[config.mk]
export PLATFORM = sky130hd
export DESIGN_NAME = reg_writeback
export DESIGN_NICKNAME = d
export VERILOG_FILES = /design/src/rtl/definitions_pkg.sv /design/src/rtl/wb_fifo.sv /design/src/rtl/reg_writeback.sv
export SDC_FILE = /design/constraint.sdc
export NUM_CORES = 1
export LEC_CHECK = 0
export CORE_MARGIN = 3
export CORE_UTILIZATION = 45
export DETAILED_ROUTE_END_ITERATION = 12
export GPL_TIMING_DRIVEN = 0
export PLACE_DENSITY = 0.77
export RECOVER_POWER = 100
export SLEW_MARGIN = 20
export SYNTH_ARGS = -nofsm -noshare
export SYNTH_HDL_FRONTEND = slang
export SYNTH_SLANG_ARGS = --single-unit
export TNS_END_PERCENT = 5
[constraint.sdc]
create_clock -name clk -period 3.35 [get_ports clk]
set_input_delay 0.67 -clock clk [delete_from_list [all_inputs] [get_ports clk]]
set_output_delay 0.67 -clock clk [all_outputs]
set_load 0.005 [all_outputs]
[src/rtl/definitions_pkg.sv]
// Shared types for the register write-back path: load tags, buffered ALU results and
// write-port source selection.
package definitions;

    localparam int unsigned AddrW   = 4;
    localparam int unsigned DataW   = 8;
    localparam int unsigned NumRegs = 16;

    typedef struct packed {
        logic [3:0] waddr;
        logic       killed;
    } ld_tag_t;

    typedef struct packed {
        logic [3:0] waddr;
        logic [7:0] data;
    } alu_wb_t;

    typedef enum logic [1:0] {WB_NONE, WB_LOAD, WB_ALU_BUF, WB_ALU_DIR} wb_src_t;

    function automatic logic [NumRegs-1:0] reg_onehot(input logic [AddrW-1:0] addr);
        logic [NumRegs-1:0] oh;
        oh       = '0;
        oh[addr] = 1'b1;
        return oh;
    endfunction

endpackage

[src/rtl/wb_fifo.sv]
// Synchronous FIFO with occupancy count; a push into a full FIFO is accepted only
// when a pop happens in the same cycle.
module wb_fifo #(
    parameter int unsigned Width = 12,
    parameter int unsigned Depth = 2,
    localparam int unsigned CntW = $clog2(Depth + 1)
) (
    input  logic             clk_i,
    input  logic             rst_ni,
    input  logic             push_i,
    input  logic [Width-1:0] wdata_i,
    input  logic             pop_i,
    output logic [Width-1:0] rdata_o,
    output logic [CntW-1:0]  count_o,
    output logic             empty_o,
    output logic             full_o
);

    localparam int unsigned PtrW = (Depth > 1) ? $clog2(Depth) : 1;

    logic [Width-1:0] mem_q [Depth];
    logic [PtrW-1:0]  rd_ptr_q, rd_ptr_d;
    logic [PtrW-1:0]  wr_ptr_q, wr_ptr_d;
    logic [CntW-1:0]  count_q, count_d;
    logic             push_ok, pop_ok;

    function automatic logic [PtrW-1:0] inc_ptr(input logic [PtrW-1:0] p);
        return (p == PtrW'(Depth - 1)) ? '0 : p + 1'b1;
    endfunction

    assign empty_o = (count_q == '0);
    assign full_o  = (count_q == CntW'(Depth));
    assign count_o = count_q;
    assign rdata_o = mem_q[rd_ptr_q];

    assign pop_ok  = pop_i && !empty_o;
    assign push_ok = push_i && (!full_o || pop_ok);

    always_comb begin
        rd_ptr_d = pop_ok ? inc_ptr(rd_ptr_q) : rd_ptr_q;
        wr_ptr_d = push_ok ? inc_ptr(wr_ptr_q) : wr_ptr_q;
        count_d  = count_q + CntW'(push_ok) - CntW'(pop_ok);
    end

    always_ff @(posedge clk_i) begin
        if (!rst_ni) begin
            rd_ptr_q <= '0;
            wr_ptr_q <= '0;
            count_q  <= '0;
        end else begin
            rd_ptr_q <= rd_ptr_d;
            wr_ptr_q <= wr_ptr_d;
            count_q  <= count_d;
        end
    end

    // Storage needs no reset: entries are only read while counted as valid.
    always_ff @(posedge clk_i) begin
        if (push_ok) begin
            mem_q[wr_ptr_q] <= wdata_i;
        end
    end

endmodule

[src/rtl/reg_writeback.sv]
// Single write-port controller for reg_file: merges returning loads with ALU results in
// program order and tracks registers with live outstanding loads.
module reg_writeback
    import definitions::*;
#(
    parameter int unsigned LD_DEPTH  = 2,
    parameter int unsigned BUF_DEPTH = 2
) (
    input  logic        clk,
    input  logic        rst_n,
    input  logic        alu_valid,
    input  logic [3:0]  alu_waddr,
    input  logic [7:0]  alu_data,
    input  logic        ld_issue,
    input  logic [3:0]  ld_waddr,
    input  logic        mem_rvalid,
    input  logic [7:0]  mem_rdata,
    output logic        write_en,
    output logic [3:0]  waddr,
    output logic [7:0]  data_in,
    output logic        stall,
    output logic [15:0] pending_mask,
    output logic        err
);

    localparam int unsigned LdCntW  = $clog2(LD_DEPTH + 1);
    localparam int unsigned BufCntW = $clog2(BUF_DEPTH + 1);

    ld_tag_t           ld_q [LD_DEPTH];
    ld_tag_t           ld_d [LD_DEPTH];
    logic [LdCntW-1:0] ld_cnt_q, ld_cnt_d;

    logic              we_q, we_d;
    logic [3:0]        waddr_q, waddr_d;
    logic [7:0]        data_q, data_d;
    logic [15:0]       pend_q, pend_d;
    logic              err_q, err_d;

    logic              ld_full, ld_empty, ld_pop, ld_wr, ld_push;
    logic              buf_full, buf_empty, buf_pop, alu_dir, alu_push, alu_acc;
    logic              kill_en;
    logic [3:0]        kill_addr;
    alu_wb_t           buf_head, buf_wdata;
    logic [BufCntW-1:0] buf_cnt;
    wb_src_t           src;

    assign buf_wdata = '{waddr: alu_waddr, data: alu_data};

    wb_fifo #(
        .Width ($bits(alu_wb_t)),
        .Depth (BUF_DEPTH)
    ) u_alu_buf (
        .clk_i   (clk),
        .rst_ni  (rst_n),
        .push_i  (alu_push),
        .wdata_i (buf_wdata),
        .pop_i   (buf_pop),
        .rdata_o (buf_head),
        .count_o (buf_cnt),
        .empty_o (buf_empty),
        .full_o  (buf_full)
    );

    assign ld_full  = (ld_cnt_q == LdCntW'(LD_DEPTH));
    assign ld_empty = (ld_cnt_q == '0);
    assign ld_pop   = mem_rvalid && !ld_empty;
    assign ld_wr    = ld_pop && !ld_q[0].killed;

    // Any non-empty buffer or a winning load diverts the incoming ALU result into the buffer.
    assign buf_pop  = !ld_wr && !buf_empty;
    assign alu_dir  = alu_valid && !ld_wr && buf_empty;
    assign alu_push = alu_valid && !alu_dir && (!buf_full || buf_pop);
    assign alu_acc  = alu_dir || alu_push;
    assign ld_push  = ld_issue && !alu_valid && (!ld_full || ld_pop);

    assign kill_en   = alu_acc || ld_push;
    assign kill_addr = alu_acc ? alu_waddr : ld_waddr;

    // Kill against the current contents first, then pop, then append the new tag.
    always_comb begin
        ld_d     = ld_q;
        ld_cnt_d = ld_cnt_q;
        pend_d   = '0;
        for (int i = 0; i < int'(LD_DEPTH); i++) begin
            if (kill_en && (LdCntW'(i) < ld_cnt_q) && (ld_q[i].waddr == kill_addr)) begin
                ld_d[i].killed = 1'b1;
            end
        end
        if (ld_pop) begin
            for (int i = 0; i < int'(LD_DEPTH) - 1; i++) begin
                ld_d[i] = ld_d[i+1];
            end
            ld_cnt_d = ld_cnt_d - 1'b1;
        end
        if (ld_push) begin
            for (int i = 0; i < int'(LD_DEPTH); i++) begin
                if (LdCntW'(i) == ld_cnt_d) begin
                    ld_d[i] = '{waddr: ld_waddr, killed: 1'b0};
                end
            end
            ld_cnt_d = ld_cnt_d + 1'b1;
        end
        for (int i = 0; i < int'(LD_DEPTH); i++) begin
            if ((LdCntW'(i) < ld_cnt_d) && !ld_d[i].killed) begin
                pend_d = pend_d | reg_onehot(ld_d[i].waddr);
            end
        end
    end

    always_comb begin
        src = WB_NONE;
        if (ld_wr) begin
            src = WB_LOAD;
        end else if (buf_pop) begin
            src = WB_ALU_BUF;
        end else if (alu_dir) begin
            src = WB_ALU_DIR;
        end
        we_d    = (src != WB_NONE);
        waddr_d = waddr_q;
        data_d  = data_q;
        unique case (src)
            WB_LOAD: begin
                waddr_d = ld_q[0].waddr;
                data_d  = mem_rdata;
            end
            WB_ALU_BUF: begin
                waddr_d = buf_head.waddr;
                data_d  = buf_head.data;
            end
            WB_ALU_DIR: begin
                waddr_d = alu_waddr;
                data_d  = alu_data;
            end
            WB_NONE: ;
        endcase
        err_d = err_q
              | (mem_rvalid && ld_empty)
              | (ld_issue && alu_valid)
              | (ld_issue && !alu_valid && ld_full && !ld_pop)
              | (alu_valid && !alu_acc);
    end

    always_ff @(posedge clk) begin
        if (!rst_n) begin
            for (int i = 0; i < int'(LD_DEPTH); i++) begin
                ld_q[i] <= '0;
            end
            ld_cnt_q <= '0;
            we_q     <= 1'b0;
            waddr_q  <= '0;
            data_q   <= '0;
            pend_q   <= '0;
            err_q    <= 1'b0;
        end else begin
            ld_q     <= ld_d;
            ld_cnt_q <= ld_cnt_d;
            we_q     <= we_d;
            waddr_q  <= waddr_d;
            data_q   <= data_d;
            pend_q   <= pend_d;
            err_q    <= err_d;
        end
    end

    assign write_en     = we_q;
    assign waddr        = waddr_q;
    assign data_in      = data_q;
    assign pending_mask = pend_q;
    assign err          = err_q;
    assign stall        = buf_full || ld_full;

endmodule

# Yosys cells after proc, flatten, opt, wreduce, memory -nomap -nowiden
# Memories as Yosys holds them, arrays and structs flattened. A register that Yosys moved wholly into a read port is not among the register bits.
# Index checks and enable logic that the tools add are counted.
[op_classes] add_sub_neg=6 order_cmp=8 eq_ne=8 mux=26 n_bitwise=5 n_reduce_logical=47
[op_table] operator="$mux W16" n=2
[op_table] operator="$logic_and A1 B1 Y1" n=24
[op_table] operator="$pmux W8 S3" n=1
[op_table] operator="$or A16 B16 Y16" n=1
[op_table] operator="$mux W5" n=3
[op_table] operator="$logic_not A1 Y1" n=12
[op_table] operator="$pmux W4 S3" n=1
[op_table] operator="$lt A4 B5 Y1 const B" n=2
[op_table] operator="$mux W1" n=10
[op_table] operator="$mux W10" n=1
[op_table] operator="$mux W2" n=5
[op_table] operator="$demux W1 S4" n=2
[op_table] operator="$eq A2 B2 Y1 const B" n=4
[op_table] operator="$eq A4 B4 Y1" n=2
[op_table] operator="$ge A4 B1 Y1 const B" n=2
[op_table] operator="$lt A1 B2 Y1 const A" n=4
[op_table] operator="$logic_not A2 Y1" n=3
[op_table] operator="$logic_or A1 B1 Y1" n=6
[op_table] operator="$mux W4" n=1
[op_table] operator="$or A1 B1 Y1" n=4
[op_table] operator="$reduce_bool A3 Y1" n=1
[op_table] operator="$add A1 B1 Y1 const B" n=2
[op_table] operator="$add A2 B1 Y2" n=1
[op_table] operator="$add A2 B1 Y2 const B" n=1
[op_table] operator="other kinds (5)" n=5
[word_totals] reg_bits=46 ramBits=24 inputBits=29 output_inout_bits=31 wordCells=114 mem_count=1
[memory_table] memory="u_alu_buf.mem_q" words=2 word_bits=12 rd=1 rd_ports_with_merged_regs=1 wr=1 line_no="wb_fifo.sv:21" rtl="logic [Width-1:0] mem_q [Depth];"

# Logic depth before layout (Yosys ltp)
# Gate-level depths: netlist of the first run.
[logic_depth] word_depth=25 mapped_depth=17 ltp_nobuf=14

# By module
# Synthesis of the first run repeated with hierarchy kept, for this count alone.
[unflattened] hier_cells=354 area_unflattened_um2=3484.6
[modules_own_cells] module="reg_writeback" instances=1 cells_each=287 area_per_inst_um2=2369.8 seq_area_each_um2=840.8
[modules_own_cells] module="wb_fifo" instances=1 cells_each=67 area_per_inst_um2=1114.8 seq_area_each_um2=820.8

# Worst setup path after synthesis of the first run
# Ideal clock, no wire load.
[synth_timing] path_type="register -> register" start="register ld_cnt_q[0]" end="register pend_q[9] (netlist: pending_mask[9])" arrival_time_ns=2.900 required_ns=3.280 slack_ns=0.380 path_stages_with_launch=15 synth_period_minus_slack_ns=2.970 cell_sequence="dfxtp_1 inv_1 ha_1 nand2b_1 buf_2 xnor2_1 ha_1 inv_1 a2111o_1 buf_2 mux2i_1 nor3_2 nand3_1 o21ai_0 o2bb2ai_1"
[synth_between] elab_chain_len=23
[synth_rtl] item="from (decl)" line_no="reg_writeback.sv:31" rtl="logic [LdCntW-1:0] ld_cnt_q, ld_cnt_d;"
[synth_rtl] item="from (signal assigned)" line_no="reg_writeback.sv:157" rtl="ld_cnt_q <= ld_cnt_d;"
[synth_rtl] item="$logic_not A2 Y1" line_no="reg_writeback.sv:65" rtl="assign ld_empty = (ld_cnt_q == '0);"
[synth_rtl] item="$logic_not A1 Y1" line_no="reg_writeback.sv:66" rtl="assign ld_pop = mem_rvalid && !ld_empty;"
[synth_rtl] item="$logic_and A1 B1 Y1" line_no="reg_writeback.sv:66"
[synth_rtl] item="$logic_and A1 B1 Y1" line_no="reg_writeback.sv:67" rtl="assign ld_wr = ld_pop && !ld_q[0].killed;"
[synth_rtl] item="$logic_not A1 Y1" line_no="reg_writeback.sv:70, reg_writeback.sv:71"
[synth_rtl] item="$logic_and A1 B1 Y1 (2 in a row)" line_no="reg_writeback.sv:71" rtl="assign alu_dir = alu_valid && !ld_wr && buf_empty;"
[synth_rtl] item="$logic_not A1 Y1" line_no="reg_writeback.sv:72" rtl="assign alu_push = alu_valid && !alu_dir && (!buf_full || buf_pop);"
[synth_rtl] item="$logic_and A1 B1 Y1 (2 in a row)" line_no="reg_writeback.sv:72"
[synth_rtl] item="[5 not listed]"
[synth_rtl] item="$mux W5" line_no="reg_writeback.sv:89" rtl="if (ld_pop) begin"
[synth_rtl] item="$mux W5" line_no="reg_writeback.sv:97" rtl="if (LdCntW'(i) == ld_cnt_d) begin"
[synth_rtl] item="$mux W10" line_no="reg_writeback.sv:95" rtl="if (ld_push) begin"
[synth_rtl] item="$logic_not A1 Y1" line_no="reg_writeback.sv:104" rtl="if ((LdCntW'(i) < ld_cnt_d) && !ld_d[i].killed) begin"
[synth_rtl] item="$logic_and A1 B1 Y1" line_no="reg_writeback.sv:104"
[synth_rtl] item="$mux W16" line_no="reg_writeback.sv:104"
[synth_rtl] item="$or A16 B16 Y16" line_no="reg_writeback.sv:105" rtl="pend_d = pend_d | reg_onehot(ld_d[i].waddr);"
[synth_rtl] item="$mux W16 *" line_no="reg_writeback.sv:104"
[synth_rtl] item="to (signal assigned)" line_no="reg_writeback.sv:161" rtl="pend_q <= pend_d;"
[synth_rtl] item="to (decl)" line_no="reg_writeback.sv:36" rtl="logic [15:0] pend_q, pend_d;"
# Every way passes the cells marked *; elsewhere a longest branch is shown, timed or not.
# A chain may end at the register's enable or synchronous reset.

# Worst setup path in the final report of the first run
[layout_timing] start="input port alu_valid" end="register pend_q[14] (netlist: pending_mask[14])"
[layout_between] elab_chain_len=18
[layout_rtl] item="from (decl)" line_no="reg_writeback.sv:11" rtl="input logic alu_valid,"
[layout_rtl] item="$logic_and A1 B1 Y1 (2 in a row)" line_no="reg_writeback.sv:71"
[layout_rtl] item="$logic_not A1 Y1" line_no="reg_writeback.sv:72"
[layout_rtl] item="$logic_and A1 B1 Y1 (2 in a row)" line_no="reg_writeback.sv:72"
[layout_rtl] item="$logic_or A1 B1 Y1" line_no="reg_writeback.sv:73" rtl="assign alu_acc = alu_dir || alu_push;"
[layout_rtl] item="$mux W4 / $logic_or A1 B1 Y1 (equally long branches)" line_no="reg_writeback.sv:77, reg_writeback.sv:76"
[layout_rtl] item="$eq A4 B4 Y1 / $logic_and A1 B1 Y1 (equally long branches)" line_no="reg_writeback.sv:85" rtl="if (kill_en && (LdCntW'(i) < ld_cnt_q) && (ld_q[i].waddr == kill_addr)) begin"
[layout_rtl] item="$logic_and A1 B1 Y1" line_no="reg_writeback.sv:85"
[layout_rtl] item="$mux W1" line_no="reg_writeback.sv:85"
[layout_rtl] item="$mux W5" line_no="reg_writeback.sv:89"
[layout_rtl] item="$mux W5" line_no="reg_writeback.sv:97"
[layout_rtl] item="$mux W10" line_no="reg_writeback.sv:95"
[layout_rtl] item="$logic_not A1 Y1" line_no="reg_writeback.sv:104"
[layout_rtl] item="$logic_and A1 B1 Y1" line_no="reg_writeback.sv:104"
[layout_rtl] item="$mux W16" line_no="reg_writeback.sv:104"
[layout_rtl] item="$or A16 B16 Y16" line_no="reg_writeback.sv:105"
[layout_rtl] item="$mux W16 *" line_no="reg_writeback.sv:104"
# Marks and branches as above.

==> impl_metrics.ini, run 1 <==
[timing]
fin_skew_ps = 9.036
rsz0062_at_grt = yes
fin_crit_sh = 0.9568
setup_violations = 0
worstMarginPinSlew_ps = 825.5
hold_slack_ps = 522.9
fmax_ghz = 0.3120
hold_viol = 0
finalMaxSlewViolations = 0
min_period_ps = 3205
slew_headroom = 0.4463

[clocking]
clockBufferDepth = 2
hold_buffers = 0
worstSkewPairLatency_ps = 350
cts-root-buf = clkbuf_8
cts-htree-levels = 3
cts_inserted_buffers = 9
clkSinkCount = 71
cts_tree = built
clk_pin_slew_ps = 70

[route]
drtIter0Drc = 204
met2WireLength_mm = 4.748
wl_met1_mm = 4.286
routedWlPerCell_um = 17.28
first_pass_iters = 5
dr_wl_met3_um = 558
topRoutingLayerUsed = met4
drc = 0
num_vias = 3235
ant_nets = 0
drt-vias-per-instance = 5.746
routed_wl_mm = 9.729

[worst_setup_path]
required_ps = 3580
crit_type = primary input to register
critPathBufInv = 3
worstPathMaxFanout = 10
r2r_end = pending_mask[2]
startpoint_type = primary input
reg2reg_depth = 15
crit_slowest_cell = clkdlybuf4s50_1
startpoint = alu_valid
reg2reg_slack_ps = 160
path_depth = 10
crit_family = buffers and inverters
cp.arrival_ps = 3430
max_stage_delay_ps = 510
r2r_start = ld_cnt_q[0]
path_cells = clkdlybuf4s50_1, clkbuf_1, nor2_1, a31oi_1, o311ai_0, or4_4, nor4_4, o32a_4, buf_6, o22ai_1
end_kind = register
critPathCapture = pending_mask[14]

[global_route]
grt_pass1_wl_mm = 15.83
grt_pass1_vias = 3201
grt_max_degree = 14
track_usage = 0.2260
antenna_found_initial = 0
globalRouteOverflowTotal = 0

[floorplan]
start_util = 0.4660
fp.dieW_um = 95.69
coreArea_um2 = 7767
io_pins = 60
die-area_um2 = 9156
rows = 32
die_h_um = 95.69

[job]
cap_violations = 0

[yosys]
synth.distinct_cells = 58
netlist_area_um2 = 3620
ys_seq_elements = 71
syn_area_per_cell_um2 = 9.402
yosysWarnings = 0
synth_edf_count = 24
synth-async-reset-ratio = 0
ys.flop_type = dfxtp_1
ys_seq_area_frac = 0.4590
synthCells = 385
syn_nets = 421

[layout]
fin_nets = 492
syn_to_final_growth_pct = 27.10
drive_gt1_frac = 0.1041
finalInstanceArea_um2 = 4601
diodes = 0
layout.cells.non_filler = 563

[power]
power_density_nw_per_um2 = 708.0
ir_drop_v = 0.0003608
p_leak_uw = 0.001720

[placement]
port_buffers = 57
placed_cells = 544
gp_congestion = 0.9046
dp_hpwl_mm = 6.906
place_area_um2 = 4320

[worst_hold_path]
worstHoldPathType = register to register

[run_status]
status = completed
kinds of logic after synthesis:
kind of cell | count (synthesis) | share of synthesized area
simple gates | 133 | 0.1877
compound gates | 96 | 0.1825
flops | 71 | 0.4590
buf+inv | 40 | 0.04597
mux | 20 | 0.05703
xor+xnor | 18 | 0.04355
fa+ha+maj | 7 | 0.02420
layer usage:
metal / global-route usage / vias to the layer above
met3: 0.04499 / 13
met2: 0.3839 / 125
li1: - / 1539
met1: 0.2872 / 1558
met4: 0.07346 / 0
met5: 0 / -
synthesized netlist by cell type, drive strengths merged, types with 7 or more instances:
| cell | n | area, µm² |
|---|---|---|
| dfxtp | 47 | 940.9 |
| nor2 | 38 | 142.6 |
| nand2 | 31 | 116.4 |
| o22ai | 27 | 168.9 |
| edfxtp | 24 | 720.7 |
| nand3 | 21 | 105.1 |
| o21ai | 19 | 95.09 |
| mux2i | 18 | 180.2 |
| inv | 17 | 63.81 |
| clkbuf | 16 | 60.06 |
| xnor2 | 16 | 140.1 |
| nor2b | 12 | 75.07 |
| o31a | 11 | 97.59 |
| a21oi | 10 | 50.05 |
| and2 | 9 | 56.30 |
| buf | 7 | 42.54 |
| ha | 7 | 87.58 |
how the worst min path moves through the flow:
stage | startpoint | to | slack, ps | cells after the start
final | u_alu_buf.rd_ptr_q | register | 520 | 2
after global placement | u_alu_buf.rd_ptr_q | u_alu_buf.rd_ptr_q | 500 | 2
after floorplan | u_alu_buf.rd_ptr_q | register | 480 | 2
after detailed placement | u_alu_buf.rd_ptr_q | register | 510 | 2
after global routing | u_alu_buf.rd_ptr_q | register | 560 | 2
after CTS | u_alu_buf.rd_ptr_q | register | 530 | 2
cell type report:
type,instances,area [µm²]
fillers,697,3167
flip-flops and latches,71,1663
multi-input cells,274,1873
clock inverters,5,31.28
clock buffers,11,141.4
repair buffers,60,591.8
inverters,17,63.81
well taps,102,127.6
plain buffers,23,108.9
worst register-to-register path, delay by kind of cell (launching register included):
kind | cells | cell delay, ps
buf+inv | 6 | 910
compound gates | 3 | 630
xor+xnor | 1 | 160
flops | 1 | 400
simple gates | 3 | 640
fa+ha+maj | 2 | 390
sequential cells by signal (all words and copies together) (netlist names), named ones only:
register            count
data_in                 8
err                     1
ld_cnt_q                2
ld_q                   10
pending_mask           16
u_alu_buf.count_o       2
u_alu_buf.mem_q        24
u_alu_buf.rd_ptr_q      1
u_alu_buf.wr_ptr_q      1
waddr                   4
write_en                1
stage by stage:
stage	utilization	total power [µW]	setup WS (ps)	setup TNS (ps)
after floorplan	-	2119	379.6	0
after CTS	0.5888	3278	34.80	0
final	0.5923	3257	144.8	0
after detailed placement	0.5562	2594	-744.0	-15900
after global routing	0.5923	3469	-24.09	-67.10
after global placement	0.5559	2545	-685.0	-18410
power by group:
group | switching, µW | internal [µW] | total (µW)
clock network | 332 | 290 | 622
logic | 811 | 641 | 1450
registers | 107 | 1080 | 1180
cells in the final DEF, fill, tap and decap left out, types with 8 or more instances in the layout:
master | Yosys | routed
dfxtp_1 | 47 | 46
dlygate4sd3_1 | 0 | 43
nor2_1 | 38 | 38
nand2_1 | 31 | 31
o22ai_1 | 27 | 27
edfxtp_1 | 24 | 24
nand3_1 | 21 | 21
clkbuf_1 | 16 | 17
mux2i_1 | 18 | 17
inv_1 | 16 | 16
o21ai_0 | 18 | 16
xnor2_1 | 16 | 15
clkdlybuf4s50_1 | 0 | 13
a21oi_1 | 10 | 10
o31a_1 | 10 | 10
clkbuf_8 | 0 | 10
nor2b_1 | 12 | 8
and2_1 | 9 | 8
what timing repair did:
item	CTS	global route
setup endpoints to repair	20	28
resized for setup	17	10
cloned	1	0
setup buffers	2	0
pin swaps	1	1
(Power assumes the default switching activity.)
==> run 2, diff against run 1 <==
CAP_MARGIN = 20   (was unset)
==> results of run 2 <==
Same layout as run 1: the final DEF is identical, and so are final timing and power.
==> run 3, diff against run 2 <==
ABC_AREA = 1   (was unset)
==> run 3 against run 2 <==
Effect of this change:
- non-clock buffer count fell by 6
- wire length fell by 8.3%
- global-route usage down 2.1 points
- largest cell class is now registers
- largest power group unchanged
- highest routed layer unchanged
==> impl_metrics.ini, run 3 <==
[run_status]
status = completed

[global_route]
grt_pass1_vias = 3182
track_usage = 0.2053
globalRouteOverflowTotal = 0
grt_max_degree = 15
antenna_found_initial = 0
grt_pass1_wl_mm = 14.41

[yosys]
synth.distinct_cells = 35
ys_seq_elements = 71
netlist_area_um2 = 3536
synth-simple-area-share = 0.2580
synth_top_cell_area_share = 0.2661
syn_nets = 472
synthCells = 436
synthMuxAreaShare = 0
synth_top_family_by_area = simple AND/OR/NAND/NOR gates
yosysTopAreaCell = dfxtp_1
yosysMostFrequentCell = nand2_1
synth_common_cells = 67 x nand2_1, 58 x inv_1, 47 x dfxtp_1, 44 x nor2_1, 37 x nand3_1
yosysWarnings = 0
syn_area_per_cell_um2 = 8.110
synthTopCellsByArea = dfxtp_1 27%, edfxtp_1 20%, nand2_1 7.1%, inv_1 6.2%, nand3_1 5.2%
synth-async-reset-ratio = 0
synth_edf_count = 24
synth-xor-area-share = 0.009908
synth-adder-area-share = 0.02477
synth-compound-area-share = 0.1454
ys_seq_area_frac = 0.4699
ys.flop_type = dfxtp_1

[route]
drtIter0Drc = 201
first_pass_iters = 5
ant_nets = 0
drt-vias-per-instance = 5.284
num_vias = 3223
routedWlPerCell_um = 14.62
routed_wl_mm = 8.918
drc = 0

[worst_setup_path]
end_kind = register
startpoint_type = primary input
worstPathMaxFanout = 10
cp.arrival_ps = 3410
crit_type = primary input to register
required_ps = 3610

[floorplan]
fp.dieW_um = 94.64
die_h_um = 94.64
rows = 31
die-area_um2 = 8957
start_util = 0.4748
coreArea_um2 = 7447
io_pins = 60

[placement]
place_area_um2 = 4253
dp_hpwl_mm = 6.507
port_buffers = 59
placed_cells = 594
gp_congestion = 0.9383

[clocking]
clk_pin_slew_ps = 80
cts_tree = built
clockBufferDepth = 2
cts_inserted_buffers = 9
clkSinkCount = 71
worstSkewPairLatency_ps = 340
cts-htree-levels = 3
cts-root-buf = clkbuf_8
cts_setup_buffers = 0
hold_buffers = 0
ctsResizeCount = 0

[timing]
worstMarginPinSlew_ps = 704.2
fin_crit_sh = 0.9405
fmax_ghz = 0.3174
rsz0062_at_grt = no
finalMaxSlewViolations = 0
slew_headroom = 0.5300
hold_slack_ps = 469.8
min_period_ps = 3151
hold_viol = 0
setup_violations = 0
fin_skew_ps = 6.815

[power]
ir_drop_v = 0.0003762
power_uw = 3680
p_leak_uw = 0.001900
power_density_nw_per_um2 = 819.2

[layout]
layout_common_cells = 68 x nand2_1, 58 x inv_1, 47 x dfxtp_1
top_register = u_alu_buf.mem_q
diodes = 0
largest_reg_flops = 24
final_common_cell = nand2_1
finalInstanceArea_um2 = 4492
syn_to_final_growth_pct = 27.03
fin_nets = 542
layout.cells.non_filler = 610
drive_gt1_frac = 0.09198

[worst_hold_path]
worstHoldPathType = register to register

[job]
cap_violations = 0
[run 3: metal layers]
layer,track usage,vias to the layer above,part of all wire
met1,0.2397,1489,0.41
met3,0.04223,10,0.063
met5,0,-,0
met2,0.3758,118,0.52
li1,-,1606,-
met4,0.06130,0,0.0055
[run 3: layout make-up]
type                       count  area, µm²
clock buffer                   9      123.9
sequential                    71       1662
inverter                      60      225.2
multi-input combinational    287       1549
clock inverter                 7      127.6
tap                           99      123.9
buffer                        18      90.09
timing repair buffer          59      590.6
fill                         687       2955
[run 3: logic make-up after synthesis]
group | Yosys count
AOI/OAI and AO/OA | 89
buffers and inverters | 78
DFF | 71
adders and majority gates | 7
xor gates and xnor gates | 4
and+or+nand+nor | 187
[run 3: metrics by stage]
step | utilization | setup TNS (ps) | worst slack (ps)
2_1_floorplan | - | 0 | 925.9
3_3_place_gp | 0.5707 | -928.1 | -77.72
3_5_place_dp | 0.5711 | -1061 | -88.73
4_1_cts | 0.6048 | 0 | 259.5
5_1_grt | 0.6032 | 0 | 94.83
6_report | 0.6032 | 0 | 199.3
[run 3: power breakdown]
group | internal (µW) | switching (µW) | leakage, µW
clock | 507 | 358 | 0.000126
sequential | 1100 | 103 | 0.000608
combinational | 584 | 1030 | 0.00117
[run 3: final timing paths]
kind	endpoint	from	slack, ps	cells past startpoint
max	pending_mask[15]	mem_rvalid	200	13
min reg2reg	u_alu_buf.rd_ptr_q	u_alu_buf.rd_ptr_q	470	1
min	u_alu_buf.rd_ptr_q	u_alu_buf.rd_ptr_q	470	1
max reg2reg	pending_mask[15]	ld_cnt_q[0]	430	13
[run 3: critical path: stages]
cell           delay, ps
dlygate4sd3_1        540
inv_1                 70
nor2_4               160
buf_4                200
o21ai_0              180
ha_1                 240
inv_1                150
nor2_8                80
o21ai_0              410
inv_1                110
nor2_1               280
nand4_1              130
a21oi_1              190
